**src/rtl/phy_rx_deframer_pkg.sv**
```systemverilog
// Shared types and constants for the receive PHY deframer.
// CRC constants are consumed only when RECV_FCS_CHECK_EN is defined.
package phy_rx_pkg;

  typedef enum logic [2:0] {
    ST_IDLE,
    ST_PREAMBLE,
    ST_DATA_LO,
    ST_DATA_HI,
    ST_DROP
  } rx_state_e;

  localparam logic [3:0]  PRE_NIBBLE  = 4'h5;
  localparam logic [3:0]  SFD_NIBBLE  = 4'hD;
  localparam logic [31:0] CRC_POLY    = 32'h04C1_1DB7;
  localparam logic [31:0] CRC_INIT    = 32'hFFFF_FFFF;
  localparam logic [31:0] CRC_RESIDUE = 32'hC704_DD7B;

  localparam int ST_ALIGN_BIT = 0;
  localparam int ST_LEN_BIT   = 1;
  localparam int ST_FCS_BIT   = 2;

  // The CRC runs LSB-first, so the poly and residue are held bit-reversed.
  function automatic logic [31:0] bitrev32(input logic [31:0] v);
    logic [31:0] r;
    for (int i = 0; i < 32; i++) r[i] = v[31-i];
    return r;
  endfunction

endpackage

```
**src/rtl/phy_rx_deframer_if.sv**
```systemverilog
// PHY-side nibble inputs plus byte/frame outputs of the deframer.
interface phy_rx_deframer_if;
    logic        phy_rx_dv;
    logic        phy_rx_er;
    logic [3:0]  phy_rx_data;
    logic [7:0]  rec_data;
    logic        rec_data_valid;
    logic [23:0] rec_ctrl;
    logic        rec_frame_valid;
    logic [2:0]  rec_status;

    modport master (
        output phy_rx_dv, phy_rx_er, phy_rx_data,
        input  rec_data, rec_data_valid, rec_ctrl, rec_frame_valid, rec_status
    );

    modport slave (
        input  phy_rx_dv, phy_rx_er, phy_rx_data,
        output rec_data, rec_data_valid, rec_ctrl, rec_frame_valid, rec_status
    );
endinterface

```
**src/rtl/phy_rx_deframer_crc32_byte_update.sv**
```systemverilog
// Combinational reflected CRC-32 step: next register value after one byte, LSB first.
module crc32_byte_update
    import phy_rx_pkg::*;
(
    input  logic [31:0] crc_i,
    input  logic [7:0]  byte_i,
    output logic [31:0] crc_o
);
    localparam logic [31:0] POLY_R = bitrev32(CRC_POLY);

    always_comb begin
        crc_o = crc_i;
        for (int i = 0; i < 8; i++) begin
            if (crc_o[0] ^ byte_i[i]) crc_o = (crc_o >> 1) ^ POLY_R;
            else                      crc_o = crc_o >> 1;
        end
    end
endmodule

```
**src/rtl/phy_rx_deframer.sv**
```systemverilog
// Receive deframer: strips preamble/SFD, assembles bytes low nibble first, reports frame end.
// Optional FCS check under RECV_FCS_CHECK_EN.
module phy_rx_deframer
    import phy_rx_pkg::*;
#(
    parameter int MAX_LEN = 1518,
    parameter int MIN_LEN = 64,
    parameter int PRE_MIN = 2
)(
    input logic             clk_phy,
    input logic             reset,
    phy_rx_deframer_if.slave rx
);
    localparam logic [12:0] MAX_L = 13'(MAX_LEN);
    localparam logic [12:0] MIN_L = 13'(MIN_LEN);
    localparam logic [3:0]  PRE_M = 4'(PRE_MIN);

    rx_state_e   state_q, state_d;
    logic [3:0]  pre_q, pre_d;
    logic [3:0]  nib_q, nib_d;
    logic [12:0] len_q, len_d;
    logic        align_q, align_d;
    logic [7:0]  data_q, data_d;
    logic        dvld_q, dvld_d;
    logic        fvld_q, fvld_d;
    logic [23:0] ctrl_q, ctrl_d;
    logic [2:0]  stat_q, stat_d;
    logic        fcs_bad;
    logic [7:0]  byte_w;

    assign byte_w = {rx.phy_rx_data, nib_q};

`ifdef RECV_FCS_CHECK_EN
    logic [31:0] crc_q, crc_d, crc_nxt;

    crc32_byte_update u_crc (
        .crc_i  (crc_q),
        .byte_i (byte_w),
        .crc_o  (crc_nxt)
    );

    assign fcs_bad = (bitrev32(crc_q) != CRC_RESIDUE);

    always_ff @(posedge clk_phy or negedge reset) begin
        if (!reset) crc_q <= CRC_INIT;
        else        crc_q <= crc_d;
    end
`else
    assign fcs_bad = 1'b0;
`endif

    always_comb begin
        state_d = state_q;
        pre_d   = pre_q;
        nib_d   = nib_q;
        len_d   = len_q;
        align_d = align_q;
        data_d  = data_q;
        dvld_d  = 1'b0;
        fvld_d  = 1'b0;
        ctrl_d  = ctrl_q;
        stat_d  = stat_q;
`ifdef RECV_FCS_CHECK_EN
        crc_d   = crc_q;
`endif
        case (state_q)
            ST_IDLE: begin
                if (rx.phy_rx_dv) begin
                    if (rx.phy_rx_data == PRE_NIBBLE) begin
                        state_d = ST_PREAMBLE;
                        pre_d   = 4'd1;
                        align_d = rx.phy_rx_er;
                        len_d   = '0;
                    end else begin
                        state_d = ST_DROP;
                    end
                end
            end
            ST_PREAMBLE: begin
                if (!rx.phy_rx_dv) begin
                    state_d = ST_IDLE;
                end else begin
                    if (rx.phy_rx_er) align_d = 1'b1;
                    if (rx.phy_rx_data == PRE_NIBBLE) begin
                        if (pre_q != 4'hF) pre_d = pre_q + 4'd1;
                    end else if (rx.phy_rx_data == SFD_NIBBLE && pre_q >= PRE_M) begin
                        state_d = ST_DATA_LO;
                        len_d   = '0;
`ifdef RECV_FCS_CHECK_EN
                        crc_d   = CRC_INIT;
`endif
                    end else begin
                        state_d = ST_DROP;
                    end
                end
            end
            ST_DATA_LO, ST_DATA_HI: begin
                if (!rx.phy_rx_dv) begin
                    // Frame end; a dangling high-nibble slot means an odd nibble count.
                    state_d               = ST_IDLE;
                    fvld_d                = 1'b1;
                    ctrl_d                = {len_q[11:0], len_q[11:0]};
                    stat_d[ST_ALIGN_BIT]  = align_q | (state_q == ST_DATA_HI);
                    stat_d[ST_LEN_BIT]    = (len_q < MIN_L) || (len_q > MAX_L);
                    stat_d[ST_FCS_BIT]    = fcs_bad;
                end else begin
                    if (rx.phy_rx_er) align_d = 1'b1;
                    if (state_q == ST_DATA_LO) begin
                        nib_d   = rx.phy_rx_data;
                        state_d = ST_DATA_HI;
                    end else begin
                        state_d = ST_DATA_LO;
                        if (len_q < MAX_L) begin
                            data_d = byte_w;
                            dvld_d = 1'b1;
                            len_d  = len_q + 13'd1;
`ifdef RECV_FCS_CHECK_EN
                            crc_d  = crc_nxt;
`endif
                        end else begin
                            len_d  = MAX_L + 13'd1;
                        end
                    end
                end
            end
            ST_DROP: begin
                if (!rx.phy_rx_dv) state_d = ST_IDLE;
            end
            default: state_d = ST_IDLE;
        endcase
    end

    always_ff @(posedge clk_phy or negedge reset) begin
        if (!reset) begin
            state_q <= ST_IDLE;
            pre_q   <= '0;
            nib_q   <= '0;
            len_q   <= '0;
            align_q <= 1'b0;
            data_q  <= '0;
            dvld_q  <= 1'b0;
            fvld_q  <= 1'b0;
            ctrl_q  <= '0;
            stat_q  <= '0;
        end else begin
            state_q <= state_d;
            pre_q   <= pre_d;
            nib_q   <= nib_d;
            len_q   <= len_d;
            align_q <= align_d;
            data_q  <= data_d;
            dvld_q  <= dvld_d;
            fvld_q  <= fvld_d;
            ctrl_q  <= ctrl_d;
            stat_q  <= stat_d;
        end
    end

    assign rx.rec_data        = data_q;
    assign rx.rec_data_valid  = dvld_q;
    assign rx.rec_ctrl        = ctrl_q;
    assign rx.rec_frame_valid = fvld_q;
    assign rx.rec_status      = stat_q;

endmodule

```
**src/flat_wrapper.sv**
```systemverilog
// flat-port wrapper written by rule: the top's interface ports become plain ports
module phy_rx_deframer_flat import phy_rx_pkg::*;
#(
    parameter int MAX_LEN = 1518,
    parameter int MIN_LEN = 64,
    parameter int PRE_MIN = 2
)
  (clk_phy, reset, rx_phy_rx_dv, rx_phy_rx_er, rx_phy_rx_data, rx_rec_data, rx_rec_data_valid, rx_rec_ctrl, rx_rec_frame_valid, rx_rec_status);
  phy_rx_deframer_if rx_i ();
  input logic clk_phy;
  input logic reset;
  input wire logic [$bits(rx_i.phy_rx_dv)-1:0] rx_phy_rx_dv;
  input wire logic [$bits(rx_i.phy_rx_er)-1:0] rx_phy_rx_er;
  input wire logic [$bits(rx_i.phy_rx_data)-1:0] rx_phy_rx_data;
  output wire logic [$bits(rx_i.rec_data)-1:0] rx_rec_data;
  output wire logic [$bits(rx_i.rec_data_valid)-1:0] rx_rec_data_valid;
  output wire logic [$bits(rx_i.rec_ctrl)-1:0] rx_rec_ctrl;
  output wire logic [$bits(rx_i.rec_frame_valid)-1:0] rx_rec_frame_valid;
  output wire logic [$bits(rx_i.rec_status)-1:0] rx_rec_status;
  assign rx_i.phy_rx_dv = rx_phy_rx_dv;
  assign rx_i.phy_rx_er = rx_phy_rx_er;
  assign rx_i.phy_rx_data = rx_phy_rx_data;
  assign rx_rec_data = rx_i.rec_data;
  assign rx_rec_data_valid = rx_i.rec_data_valid;
  assign rx_rec_ctrl = rx_i.rec_ctrl;
  assign rx_rec_frame_valid = rx_i.rec_frame_valid;
  assign rx_rec_status = rx_i.rec_status;
  phy_rx_deframer #(.MAX_LEN(MAX_LEN), .MIN_LEN(MIN_LEN), .PRE_MIN(PRE_MIN)) u_core (.clk_phy(clk_phy), .reset(reset), .rx(rx_i));
endmodule
```
**config.mk**
```make
export PLATFORM = sky130hd
export DESIGN_NAME = phy_rx_deframer_flat
export DESIGN_NICKNAME = d
export VERILOG_FILES = /design/src/rtl/phy_rx_deframer_pkg.sv /design/src/rtl/phy_rx_deframer_if.sv /design/src/rtl/phy_rx_deframer_crc32_byte_update.sv /design/src/rtl/phy_rx_deframer.sv /design/src/flat_wrapper.sv
export SDC_FILE = /design/constraint.sdc
export NUM_CORES = 1
export LEC_CHECK = 0
export BUFFER_PORTS_ARGS = -buffer_cell sky130_fd_sc_hd__buf_4
export CAP_MARGIN = 30
export CORE_UTILIZATION = 30
export DETAILED_ROUTE_END_ITERATION = 6
export PLACE_DENSITY_LB_ADDON = 0.25
export SYNTH_ARGS = -nofsm -noshare
export SYNTH_HDL_FRONTEND = slang
export SYNTH_HIERARCHICAL = 1
export SYNTH_SLANG_ARGS = --single-unit
```
**constraint.sdc**
```tcl
create_clock -name clk_phy -period 3.1 [get_ports clk_phy]
set_input_delay 0.155 -clock clk_phy [delete_from_list [all_inputs] [get_ports clk_phy]]
set_output_delay 0.155 -clock clk_phy [all_outputs]
set_load 0.005 [all_outputs]
```
* Yosys cells after proc, flatten, opt, wreduce, memory -nomap -nowiden
Cells that the tools add are included.
** Storage, ports and cells
- Bits in registers :: 61
- Bits in latches :: 0
- Memory bits (writable) :: 0
- ROM bits :: 0
- Input port bits :: 8
- Output and inout bits :: 37
- Logic and storage cells :: 89
- Memories :: 0
** Cells by class
- Add/sub/neg operators :: 2
- Multiply operators :: 0
- Divide/modulo/power cells :: 0
- Order comparisons :: 4
- Eq/ne operators :: 20
- Shift-type cells :: 0
- Multiplexer cells :: 35
- Bitwise logic cells :: 3
- Reductions and logical operators :: 15
** Operators by type and width (count)
- $mux 13 :: 8
- $pmux 13 s3 :: 1
- $mux 3 :: 7
- $mux 4 :: 5
- $add 13x1->13 const B :: 1
- $gt 13x11->1 const B :: 1
- $lt 13x11->1 const B :: 1
- $lt 13x7->1 const B :: 1
- $ne 2x1->1 const B :: 6
- $ne 2x2->1 const B :: 6
- $pmux 3 s4 :: 1
- $mux 1 :: 11
- $pmux 4 s2 :: 1
- $reduce_and 8->1 :: 1
- $eq 3x2->1 const B :: 2
- $reduce_and 3->1 :: 2
- $reduce_and 6->1 :: 1
- $reduce_and 5->1 :: 1
- $add 4x1->4 const B :: 1
- $eq 4x3->1 const B :: 1
- $eq 4x4->1 const B :: 1
- $ge 4x2->1 const B :: 1
- $ne 4x4->1 const B :: 1
- $reduce_and 4->1 :: 1
- 14 further kinds :: 16

* Depth between registers and ports, before layout
Gate-level depths: netlist (run 1).
- Word-level depth :: 6
- Gate-level depth with buffers :: 7
- Depth with buffers taken out :: 6

* Least setup slack after synthesis (run 1)
OpenSTA, ideal clock, no wires.
- Path kind :: register to register
- Start :: register u_core.pre_q[0]
- End :: register u_core.pre_q[1]
- Library setup time :: 125 ps
- Data arrival time :: 1665 ps
- Data required time :: 2975 ps
- Slack :: 1310 ps
- Cell stages (with the launch flop) :: 5
- Buffers on the path :: 0
- Clock period less this slack :: 1790 ps
- Path through :: dfrtp_1 ha_1 and3_1 a2111oi_1 mux2_2
** On the way
- Longest elaborated chain between the ends :: 5
- Elaborated cells between the ends (all ways) :: 8
- Classes of those cells :: add/sub (1); eq/ne (2); mux (4); reduce/logical (1)
** Ends and longest elaborated chain
- start, declared :: RTL line phy_rx_deframer.sv:19 : logic [3:0] pre_q, pre_d;
- start signal, assigned :: RTL line phy_rx_deframer.sv:147 : pre_q <= pre_d;
- $add 4x1->4 :: RTL line phy_rx_deframer.sv:85 : if (pre_q != 4'hF) pre_d = pre_q + 4'd1;
- $mux 4 :: RTL line phy_rx_deframer.sv:85
- $mux 4 :: RTL line phy_rx_deframer.sv:84 : if (rx.phy_rx_data == PRE_NIBBLE) begin
- $mux 4 :: RTL line phy_rx_deframer.sv:80 : if (!rx.phy_rx_dv) begin
- $pmux 4 s2 :: RTL line phy_rx_deframer.sv:66 : case (state_q)
Several ways; a longest one is shown, not always the timed one. The select of a mux whose other input is x is not followed.
A chain may end at the register's enable or synchronous reset.

* Final worst setup path (run 1)
- Start :: register u_core.len_q[7]
- End :: register u_core.data_q[4] (netlist: u_core/rx.rec_data[4])
** On the way
- Longest elaborated chain between the ends :: 2
** Ends and longest elaborated chain
- start, declared :: RTL line phy_rx_deframer.sv:21 : logic [12:0] len_q, len_d;
- start signal, assigned :: RTL line phy_rx_deframer.sv:149 : len_q <= len_d;
- $lt 13x11->1 :: RTL line phy_rx_deframer.sv:113 : if (len_q < MAX_L) begin
- $reduce_and 4->1 (no line)
- end signal, assigned :: RTL line phy_rx_deframer.sv:151 : data_q <= data_d;
- end, declared :: RTL line phy_rx_deframer.sv:23 : logic [7:0] data_q, data_d;
No other way between the ends.

==> results by group, run 1 <==
Status
  – Outcome: complete, no violations

Timing
  – Endpoints failing setup: 0
  – Least-Margin Pin Slew: 0.6614 ns
  – Max Fclk: between 0.4 and 0.5 GHz
  – Worst Skew: 0.006231 ns
  – Final hold violation count: 0
  – Max-slew violation count: 0
  – Fin crit share: 65.83%
  – Slew headroom: between 50% and 60%
  – Setup TNS: 0 ns
  – Final worst slack: 1.059 ns
  – Final critical-path required period: about 2.0 ns
  – RSZ-0062 raised after global routing: no

Detailed routing
  – Mean routed wirelength per cell: around 15 um
  – Vias: 1886
  – Vias per cell: 5.181
  – DR iter-0 viols: 118
  – Final ANT Viol Nets: 0
  – Residual DRC: 0
  – DRT Pass-1 Iters: 4
  – Total wire length: 5.299 mm

Power
  – Leak pwr: 0.001423 uW
  – Combinational power share: about 6.4%
  – PwrDens: 440.6 nW/um2
  – Sequential Power Share: 52.4%
  – Clock share of power: 41.1%
  – Internal power: 1006 uW
  – Switching share of power: a little under a quarter
  – Worst vdd ir: around 0.00022 V
  – Switch Pwr: 299.0 uW

Synthesis
  – Commonest cells in the netlist: dfrtp_1 (49), mux2_2 (25), nor2_1 (17)
  – Ys Warns: 6
  – Synth async-reset ratio: 100.0%
  – Yosys reg bits: 49
  – Leading area contributor after synthesis: dfrtp_1
  – Dominant cells by area after synthesis: dfrtp_1 (49%), mux2_2 (11%), buf_4 (3.9%)
  – Top-count cell post-synth: dfrtp_1
  – Post-synth net total: 244
  – Mean area per synthesized cell: roughly 11 um2
  – Yosys cell types: 45
  – Synth Instances: 233
  – Dominant synthesized flop cell: dfrtp_1
  – Mapped Area: 2505 um2
  – Number of flops mapped to enable cells by yosys: 0
  – Synth top area share: 48.95%
  – Sequential share of the synthesized area: around half

GRT
  – GRT Residual Overflow: 0
  – Top Usage Layer GRT: met2
  – First-pass GRT wire length: 8.914 mm
  – Met2 Use GR: 20.16%
  – GRT Total Usage: 13.01%
  – Vias in the first global route: 1803
  – Met3 GRT Util: under 10%
  – Largest net degree at the start of global routing: 50
  – M1 GR Usage: 18.25%
  – Initial antenna violation count: 0

Worst setup path
  – WS Path Type: reg2reg
  – Crit Path Max Fanout: 9
  – Setup crit start: u_core/len_q[7]
  – Reg-to-reg endpoint: u_core/rx.rec_data[4]
  – Setup crit end: u_core/rx.rec_data[4]
  – Cell family with most CP delay: compound AO/OA/AOI/OAI gates
  – Crit-path max cell delay: 0.49 ns
  – Crit path launch type: flip-flop
  – Critical path cell sequence: and4_1, a21oi_1, o21ai_2, mux2_2
  – Critical path depth in cells: 4
  – Reg2Reg Depth: 4
  – CP max stage cell: dfrtp_1
  – Worst r2r src: u_core/len_q[7]
  – Crit path DAT: ~2.2 ns
  – CP required: 3.29 ns
  – Worst path bufs/invs: 0
  – Crit path capture type: flip-flop
  – Setup slack, reg-to-reg: 1.06 ns

Placed design
  – Place WS: 1.060 ns
  – Port Buffers: 43
  – Detailed placement HPWL: 3.624 mm
  – Routability cong.: 0.7804

Run
  – Max-Cap Viols: 0

Floorplanning
  – # IOs: 45
  – Die height: 93.38 um
  – Die outline width: 93.38 um
  – Starting Density: 31.76%
  – DIE AREA: between 8000 and 9000 um2
  – Core box area: 7888 um2
  – Number of core rows: 32

CTS
  – Post-CTS setup buffers: 0
  – Cts repair resizes: 0
  – Htree depth: 2
  – Clock Path Buffers: 2
  – TritonCTS Buffers: 5
  – Latest clock arrival within the worst-skew pair: 0.30 ns
  – Worst-path clk slew: 0.09 ns
  – CTS tree: built
  – CTS Root Cell: clkbuf_8
  – Clock Sinks: slightly below 50

Final layout
  – Share of post-route cells with drive strength above 1: 32.06%
  – FILL cells: 781
  – # nets final: 272
  – Ant. Diodes: 0
  – Area delta synth->final: 18.23%

Min path
  – Hold/Removal Path Class: in2reg
power groups by stage:
stage,registers (uW),logic [uW],clock network [uW]
2_1_floorplan,677,68.8,0
3_3_place_gp,697,83.0,0
3_5_place_dp,696,84.3,0
4_1_cts,684,85.2,550
5_1_grt,688,98.7,578
6_report,684,83.6,537
repair_timing:
action,4_1_cts,5_1_grt
endpoints found under the setup margin,0,0
hold endpoints to repair,49,0
hold buffers,1,0
layout make-up:
type | count | area [um2] | area share [%]
clock buffers | 5 | 68.82 | 2.324
flip-flops and latches | 49 | 1226 | 41.40
multi-input cells | 154 | 1104 | 37.26
well taps | 102 | 127.6 | 4.309
repair buffers | 47 | 355.3 | 12.00
inverters | 4 | 15.01 | 0.5070
clock inverters | 3 | 65.06 | 2.197
logic make-up (layout without fill, tap and decap cells):
kind of cell / Yosys count / in the layout / share of synthesized area, %
simple gates: 66 / 66 / 15.14
fa+ha+maj: 3 / 3 / 1.499
flops: 49 / 49 / 48.95
buf+inv: 30 / 59 / 6.992
other cells: 1 / 1 / 0.1497
compound gates: 59 / 59 / 16.03
mux: 25 / 25 / 11.24
layer usage:
layer	wire length, um	vias up
met3	190	3
met1	2600	926
met5	0	-
met2	2474	48
li1	-	909
met4	34	0
cell usage in the layout (no fill, tap or decap), drive strengths merged, types with 2 or more instances in the layout:
cell type and count:
buf 46, nor2b 4, inv 4, o31ai 7, and3 4, nand4b 2
nor4 5, nor2 17, o211ai 2, a211o 2, and4 3, nand2b 3
a22o 2, a2bb2oi 5, nor4bb 2, nor3 3, a21oi 9, mux2 25
ha 3, o21ba 2, clkbuf 5, nand3 8, or3 3, dfrtp 49
nand4 4, o21ai 16, bufinv 2, a21o 2, nand2 5, o22ai 2
a31oi 4
worst reg2reg max path: stages, from the launching register on:
cell and delay, ns:
dfrtp_1 0.49, and4_1 0.36, a21oi_1 0.20, o21ai_2 0.49
mux2_2 0.39
flip-flops by register name, summed over array words and instances (netlist names):
name / count
u_core/rx.rec_ctrl: 12
u_core/nib_q: 4
u_core/pre_q: 4
u_core/rx.rec_data_valid: 1
u_core/len_q: 13
u_core/state_q: 3
u_core/rx.rec_data: 8
u_core/rx.rec_frame_valid: 1
u_core/rx.rec_status: 2
u_core/align_q: 1
through the flow:
step                      total power [uW]  utilization (%)  area [um2]  cells  hold slack, ns
after detailed placement             780.4            35.63        2810    354          0.2189
after floorplan                      746.2                -        2505    233         -0.1406
after global placement               779.5            35.63        2810    354          0.2258
after CTS                             1319            37.45        2954    363          0.1014
final                                 1305            37.55        2962    364          0.1093
after global routing                  1365            37.55        2962    364          0.1089
worst min path at each step:
stage | start | to | slack, ns | cells past startpoint
final | rx_phy_rx_dv | u_core/pre_q[0] | 0.11 | 2
after global routing | rx_phy_rx_data[2] | u_core/rx.rec_data[6] | 0.11 | 2
after CTS | rx_phy_rx_dv | u_core/pre_q[0] | 0.10 | 2
after detailed placement | reset | u_core/rx.rec_ctrl[19] | 0.22 | 1
after global placement | reset | u_core/rx.rec_ctrl[15] | 0.23 | 1
after floorplan | reset | u_core/align_q | -0.14 | 0
Power figures use the tool's default switching activity.
==> run 2, diff against run 1 <==
clock period = 1.9 ns   (was 3.1 ns; I/O delays follow)
==> results by group, run 2 (synthesis gave the netlist of run 1 again) <==
Status
  – Outcome: complete, no violations (unchanged)

Final layout
  – Top reg by flops: u_core/len_q (unchanged)
  – Area delta synth->final: 25.82% (was 18.23%)
  – Share of post-route cells with drive strength above 1: 38.83% (was 32.06%)
  – FILL cells: 783 (was 781)
  – Most common cell after layout, fill and taps aside: buf_4 (was dfrtp_1)
  – Largest register FFs: 13 (unchanged)
  – Finished Cell Area: 3152 um2 (was 2962 um2)
  – # nets final: 301 (was 272)
  – Register Area: 1226 um2 (unchanged)
  – Ant. Diodes: 0 (unchanged)
  – Commonest non-fill, non-tap cells in the layout: buf_4 (74), dfrtp_1 (49), mux2_2 (25) (was dfrtp_1 (49), buf_4 (46), mux2_2 (25))
  – Area of the multi-input gates: 1110 um2 (was 1104 um2)

Min path
  – Hold/Removal Path Class: in2reg (unchanged)
  – Worst Hold Launch: rx_phy_rx_data[2] (was rx_phy_rx_dv)
  – Sink of the worst hold path: u_core/nib_q[2] (was u_core/pre_q[0])
  – Hold depth: 2 (unchanged)

Floorplanning
  – Core box area: 7888 um2 (unchanged)
  – DIE AREA: 8719 um2 (unchanged)
  – Die height: 93.38 um (unchanged)
  – Number of core rows: 32 (unchanged)
  – Starting Density: 31.76% (unchanged)
  – # IOs: 45 (unchanged)
  – Die outline width: 93.38 um (unchanged)

Power
  – PwrDens: 611.0 nW/um2 (was 440.6 nW/um2)
  – PnR Total Power: 1926 uW (was 1305 uW)
  – Worst vdd ir: 0.0004147 V (was 0.0002184 V)
  – Leak pwr: 0.001548 uW (was 0.001423 uW)

GRT
  – GRT Total Usage: 14.11% (was 13.01%)
  – Initial antenna violation count: 0 (unchanged)
  – First-pass GRT wire length: 9.660 mm (was 8.914 mm)
  – Largest net degree at the start of global routing: 50 (unchanged)
  – GRT Residual Overflow: 0 (unchanged)
  – Vias in the first global route: 1971 (was 1803)

Detailed routing
  – Residual DRC: 0 (unchanged)
  – Mean routed wirelength per cell: 14.40 um (was 14.56 um)
  – DRT Pass-1 Iters: 4 (unchanged)
  – Vias per cell: 5.028 (was 5.181)
  – Vias: 1976 (was 1886)
  – Final ANT Viol Nets: 0 (unchanged)
  – Total wire length: 5.658 mm (was 5.299 mm)
  – DR iter-0 viols: 115 (was 118)

Timing
  – RSZ-0062 raised after global routing: no (unchanged)
  – Hold WS: 0.06159 ns (was 0.1093 ns)
  – Final hold violation count: 0 (unchanged)
  – Slew headroom: 58.64% (was 55.80%)
  – Max Fclk: 0.5659 GHz (was 0.4900 GHz)
  – Worst Skew: 0.009984 ns (was 0.006231 ns)
  – Fin crit share: 93.01% (was 65.83%)
  – Final critical-path required period: 1.767 ns (was 2.041 ns)
  – Max-slew violation count: 0 (unchanged)
  – Endpoints failing setup: 0 (unchanged)
  – Least-Margin Pin Slew: 0.6205 ns (was 0.6614 ns)
  – Setup TNS: 0 ns (unchanged)

Worst setup path
  – Reg-to-reg endpoint: u_core/pre_q[1] (was u_core/rx.rec_data[4])
  – Crit path DAT: 1.96 ns (was 2.23 ns)
  – Crit path capture type: flip-flop (unchanged)
  – Reg2Reg Depth: 5 (was 4)
  – Worst r2r src: u_core/pre_q[0] (was u_core/len_q[7])
  – CP required: 2.09 ns (was 3.29 ns)
  – Setup slack, reg-to-reg: 0.13 ns (was 1.06 ns)
  – Crit Path Max Fanout: 3 (was 9)
  – Crit path launch type: flip-flop (unchanged)
  – WS Path Type: reg2reg (unchanged)

CTS
  – Latest clock arrival within the worst-skew pair: 0.30 ns (about the same)
  – TritonCTS Buffers: 5 (unchanged)
  – CTS tree: built (unchanged)
  – Htree depth: 2 (unchanged)
  – Clock Sinks: 49 (unchanged)
  – CTS Root Cell: clkbuf_8 (unchanged)
  – Worst-path clk slew: 0.09 ns (about the same)
  – Post-CTS setup buffers: 0 (unchanged)
  – Clock Path Buffers: 2 (unchanged)

Run
  – Max-Cap Viols: 0 (unchanged)

Placed design
  – Port Buffers: 43 (unchanged)
  – Detailed placement HPWL: 4.000 mm (was 3.624 mm)
  – Placement Cell Area: 3048 um2 (was 2810 um2)
  – Routability cong.: 0.8580 (was 0.7804)
## run 2: worst max-delay path by stage
stage | cells past startpoint | to | slack [ns] | start
4_1_cts | 5 | u_core/pre_q[1] | 0.12 | u_core/pre_q[0]
3_5_place_dp | 5 | u_core/pre_q[1] | 0.13 | u_core/pre_q[0]
5_1_grt | 4 | u_core/len_q[0] | 0.05 | u_core/state_q[2]
6_report | 5 | u_core/pre_q[1] | 0.13 | u_core/pre_q[0]
2_1_floorplan | 4 | u_core/pre_q[1] | 0.11 | u_core/pre_q[0]
3_3_place_gp | 5 | u_core/pre_q[1] | 0.16 | u_core/pre_q[0]
## run 2: timing repair
action                     in CTS  in global routing
hold endpoints to repair       49                  0
setup endpoints to repair       0                  2
resized for setup               0                  1
hold buffers                    1                  0
## run 2: power breakdown
| group | total [uW] | internal, uW | switching, uW | leakage (uW) |
|---|---|---|---|---|
| Sequential | 1100 | 1070 | 29.2 | 0.000671 |
| Clock | 621 | 260 | 361 | 0.0000374 |
| Combinational | 210 | 93.3 | 116 | 0.000840 |
| Total | 1930 | 1420 | 506 | 0.00155 |
## run 2: through the flow
| step | setup WS [ns] | util, % | cells |
|---|---|---|---|
| after floorplan | 0.1099 | - | 233 |
| after global placement | 0.1611 | 38.64 | 384 |
| after detailed placement | 0.1339 | 38.64 | 384 |
| after CTS | 0.1218 | 39.88 | 393 |
| after global routing | 0.04617 | 39.96 | 393 |
| final | 0.1329 | 39.96 | 393 |
## run 2: worst max-delay path, cell delays in order, from the launching register on
cell       delay, ns
dfrtp_1         0.39
ha_1            0.21
and3_1          0.16
a2111oi_1       0.39
buf_4           0.19
mux2_2          0.32
## run 2: metal layers
metal,wire (um),global-route usage (%)
met1,2703,19.44
met4,38,3.333
met2,2672,22.67
met5,0,0
met3,244,2.927
## run 2: layout make-up
cell class	instances	area share (%)
Timing Repair Buffer	76	18.58
Multi-Input combinational cell	154	35.21
Clock buffer	6	2.303
Tap cell	102	4.049
Clock inverter	2	0.4764
Inverter	4	0.4764
Sequential cell	49	38.90
==> run 3, diff against run 2 <==
BUFFER_PORTS_ARGS = not set   (was -buffer_cell sky130_fd_sc_hd__buf_4)
CTS_BUF_LIST = sky130_fd_sc_hd__clkbuf_4 sky130_fd_sc_hd__clkbuf_8   (was not set)
DONT_BUFFER_PORTS = 1   (was not set)
==> results by group, run 3 (synthesis gave the netlist of run 1 again) <==
Timing
  – Fin crit share: 94.76% (was 93.01%)
  – Setup TNS: 0 ns (unchanged)
  – Final hold violation count: 0 (unchanged)
  – Final critical-path required period: 1.800 ns (was 1.767 ns)
  – Worst Skew: 0.01412 ns (was 0.009984 ns)
  – Max-slew violation count: 0 (unchanged)
  – Max Fclk: 0.5554 GHz (was 0.5659 GHz)
  – Endpoints failing setup: 0 (unchanged)

Placed design
  – Detailed placement HPWL: 3.804 mm (was 4.000 mm)
  – Port Buffers: 0 (was 43)
  – Routability cong.: 0.7980 (was 0.8580)
  – Placed cells: 334 (was 384)

Power
  – Worst vdd ir: 0.0003582 V (was 0.0004147 V)
  – Leak pwr: 0.001356 uW (was 0.001548 uW)
  – PnR Total Power: 2100 uW (was 1926 uW)
  – Switching share of power: 23.85% (was 26.29%)
  – Switch Pwr: 500.8 uW (was 506.3 uW)
  – Combinational power share: 9.5% (was 10.9%)
  – Sequential Power Share: 52.1% (was 56.9%)
  – PwrDens: 718.3 nW/um2 (was 611.0 nW/um2)
  – Internal power: 1599 uW (was 1419 uW)
  – Clock share of power: 38.4% (was 32.2%)

Final layout
  – Most common cell after layout, fill and taps aside: dfrtp_1 (was buf_4)
  – Share of post-route cells with drive strength above 1: 26.91% (was 38.83%)
  – FILL cells: 800 (was 783)
  – Non-filler cells, final: 351 (was 393)
  – Register Area: 1227 um2 (was 1226 um2)
  – Ant. Diodes: 0 (unchanged)
  – Largest register FFs: 13 (unchanged)
  – Area of the multi-input gates: 1115 um2 (was 1110 um2)
  – Area delta synth->final: 16.68% (was 25.82%)
  – Top reg by flops: u_core/len_q (unchanged)
  – Commonest non-fill, non-tap cells in the layout: dfrtp_1 (48), mux2_2 (25), buf_4 (24) (was buf_4 (74), dfrtp_1 (49), mux2_2 (25))
  – Utilization after layout: 37.06% (was 39.96%)
  – # nets final: 259 (was 301)

GRT
  – Initial antenna violation count: 0 (unchanged)
  – Largest net degree at the start of global routing: 50 (unchanged)
  – First-pass GRT wire length: 9.370 mm (was 9.660 mm)
  – GRT Residual Overflow: 0 (unchanged)
  – Vias in the first global route: 1847 (was 1971)
  – GRT Total Usage: 13.89% (was 14.11%)

Worst setup path
  – Crit path capture type: flip-flop (unchanged)
  – Crit path launch type: flip-flop (unchanged)
  – Crit Path Max Fanout: 5 (was 3)
  – Reg2Reg Depth: 5 (unchanged)
  – WS Path Type: reg2reg (unchanged)
  – Crit path DAT: 2.00 ns (was 1.96 ns)
  – Setup slack, reg-to-reg: 0.1 ns (was 0.13 ns)
  – CP required: 2.10 ns (was 2.09 ns)

Detailed routing
  – Final ANT Viol Nets: 0 (unchanged)
  – Mean routed wirelength per cell: 16.28 um (was 14.40 um)
  – Total wire length: 5.716 mm (was 5.658 mm)
  – Vias: 1843 (was 1976)
  – Vias per cell: 5.251 (was 5.028)
  – DR iter-0 viols: 62 (was 115)
  – Residual DRC: 0 (unchanged)
  – DRT Pass-1 Iters: 4 (unchanged)

CTS
  – Clock Path Buffers: 2 (unchanged)
  – CTS tree: built (unchanged)
  – TritonCTS Buffers: 5 (unchanged)
  – Latest clock arrival within the worst-skew pair: 0.31 ns (was 0.30 ns)
  – Htree depth: 2 (unchanged)
  – CTS Root Cell: clkbuf_8 (unchanged)
  – Clock Sinks: 49 (unchanged)
  – Worst-path clk slew: 0.09 ns (about the same)

Floorplanning
  – Die outline width: 93.38 um (unchanged)
  – Starting Density: 31.76% (unchanged)
  – Die height: 93.38 um (unchanged)
  – Core box area: 7888 um2 (unchanged)
  – Number of core rows: 32 (unchanged)
  – DIE AREA: 8719 um2 (unchanged)
  – # IOs: 45 (unchanged)

Status
  – Outcome: complete, no violations (unchanged)

Min path
  – Hold depth: 2 (unchanged)
  – Hold/Removal Path Class: in2reg (unchanged)

Run
  – Max-Cap Viols: 0 (unchanged)
[run 3: final cells by class]
class	count	share of cell area, %
inverters	4	0.5137
well taps	102	4.366
repair buffers	34	10.87
flip-flops and latches	49	42.00
multi-input cells	154	38.14
clock buffers	7	3.082
clock inverters	1	1.027
[run 3: power groups by stage]
stage	combinational (uW)	clock, uW	sequential [uW]
floorplan	112	0	1110
global placement	145	0	1120
detailed placement	148	0	1120
CTS	191	833	1100
global route	225	877	1100
finish	200	805	1090
[run 3: worst paths after layout]
kind / to / startpoint
setup reg to reg: u_core/pre_q[1] / u_core/pre_q[1]
hold / removal: u_core/state_q[1] / rx_phy_rx_dv
min in group asynchronous: u_core/rx.rec_ctrl[19] / reset
max in group asynchronous: u_core/pre_q[1] / reset
setup / recovery: u_core/pre_q[1] / u_core/pre_q[1]
hold reg to reg: u_core/nib_q[1] / u_core/nib_q[1]
[run 3: timing repair]
item / in CTS / in global routing
setup endpoints to repair: 0 / 8
gates resized for setup: 0 / 3
buffers inserted: 0 / 1
hold buffers: 8 / 0
endpoints found under the hold margin: 60 / 0
[run 3: through the flow]
stage / setup slack (ns) / cell area [um2] / hold WS (ns)
after global routing: -0.03346 / 2923 / 0.06126
after CTS: 0.05957 / 2903 / 0.01978
after floorplan: 0.1099 / 2505 / -0.2006
after global placement: 0.1192 / 2685 / -0.1993
after detailed placement: 0.08525 / 2685 / -0.1995
final: 0.09955 / 2923 / 0.05750
[run 3: worst max-delay path: stages (launching register included)]
cell,delay [ns]
dfrtp_2,0.45
ha_1,0.21
and3_1,0.19
a2111oi_2,0.34
buf_4,0.19
mux2_2,0.32
[run 3: per-layer routing]
layer	part of all wire [%]	track usage, %	wire, um	vias up
met2	49	22.49	2806	59
met4	1.7	4.615	95	0
met5	0	0	0	-
li1	-	-	-	881
met3	5.1	3.252	289	11
met1	44	18.19	2525	892
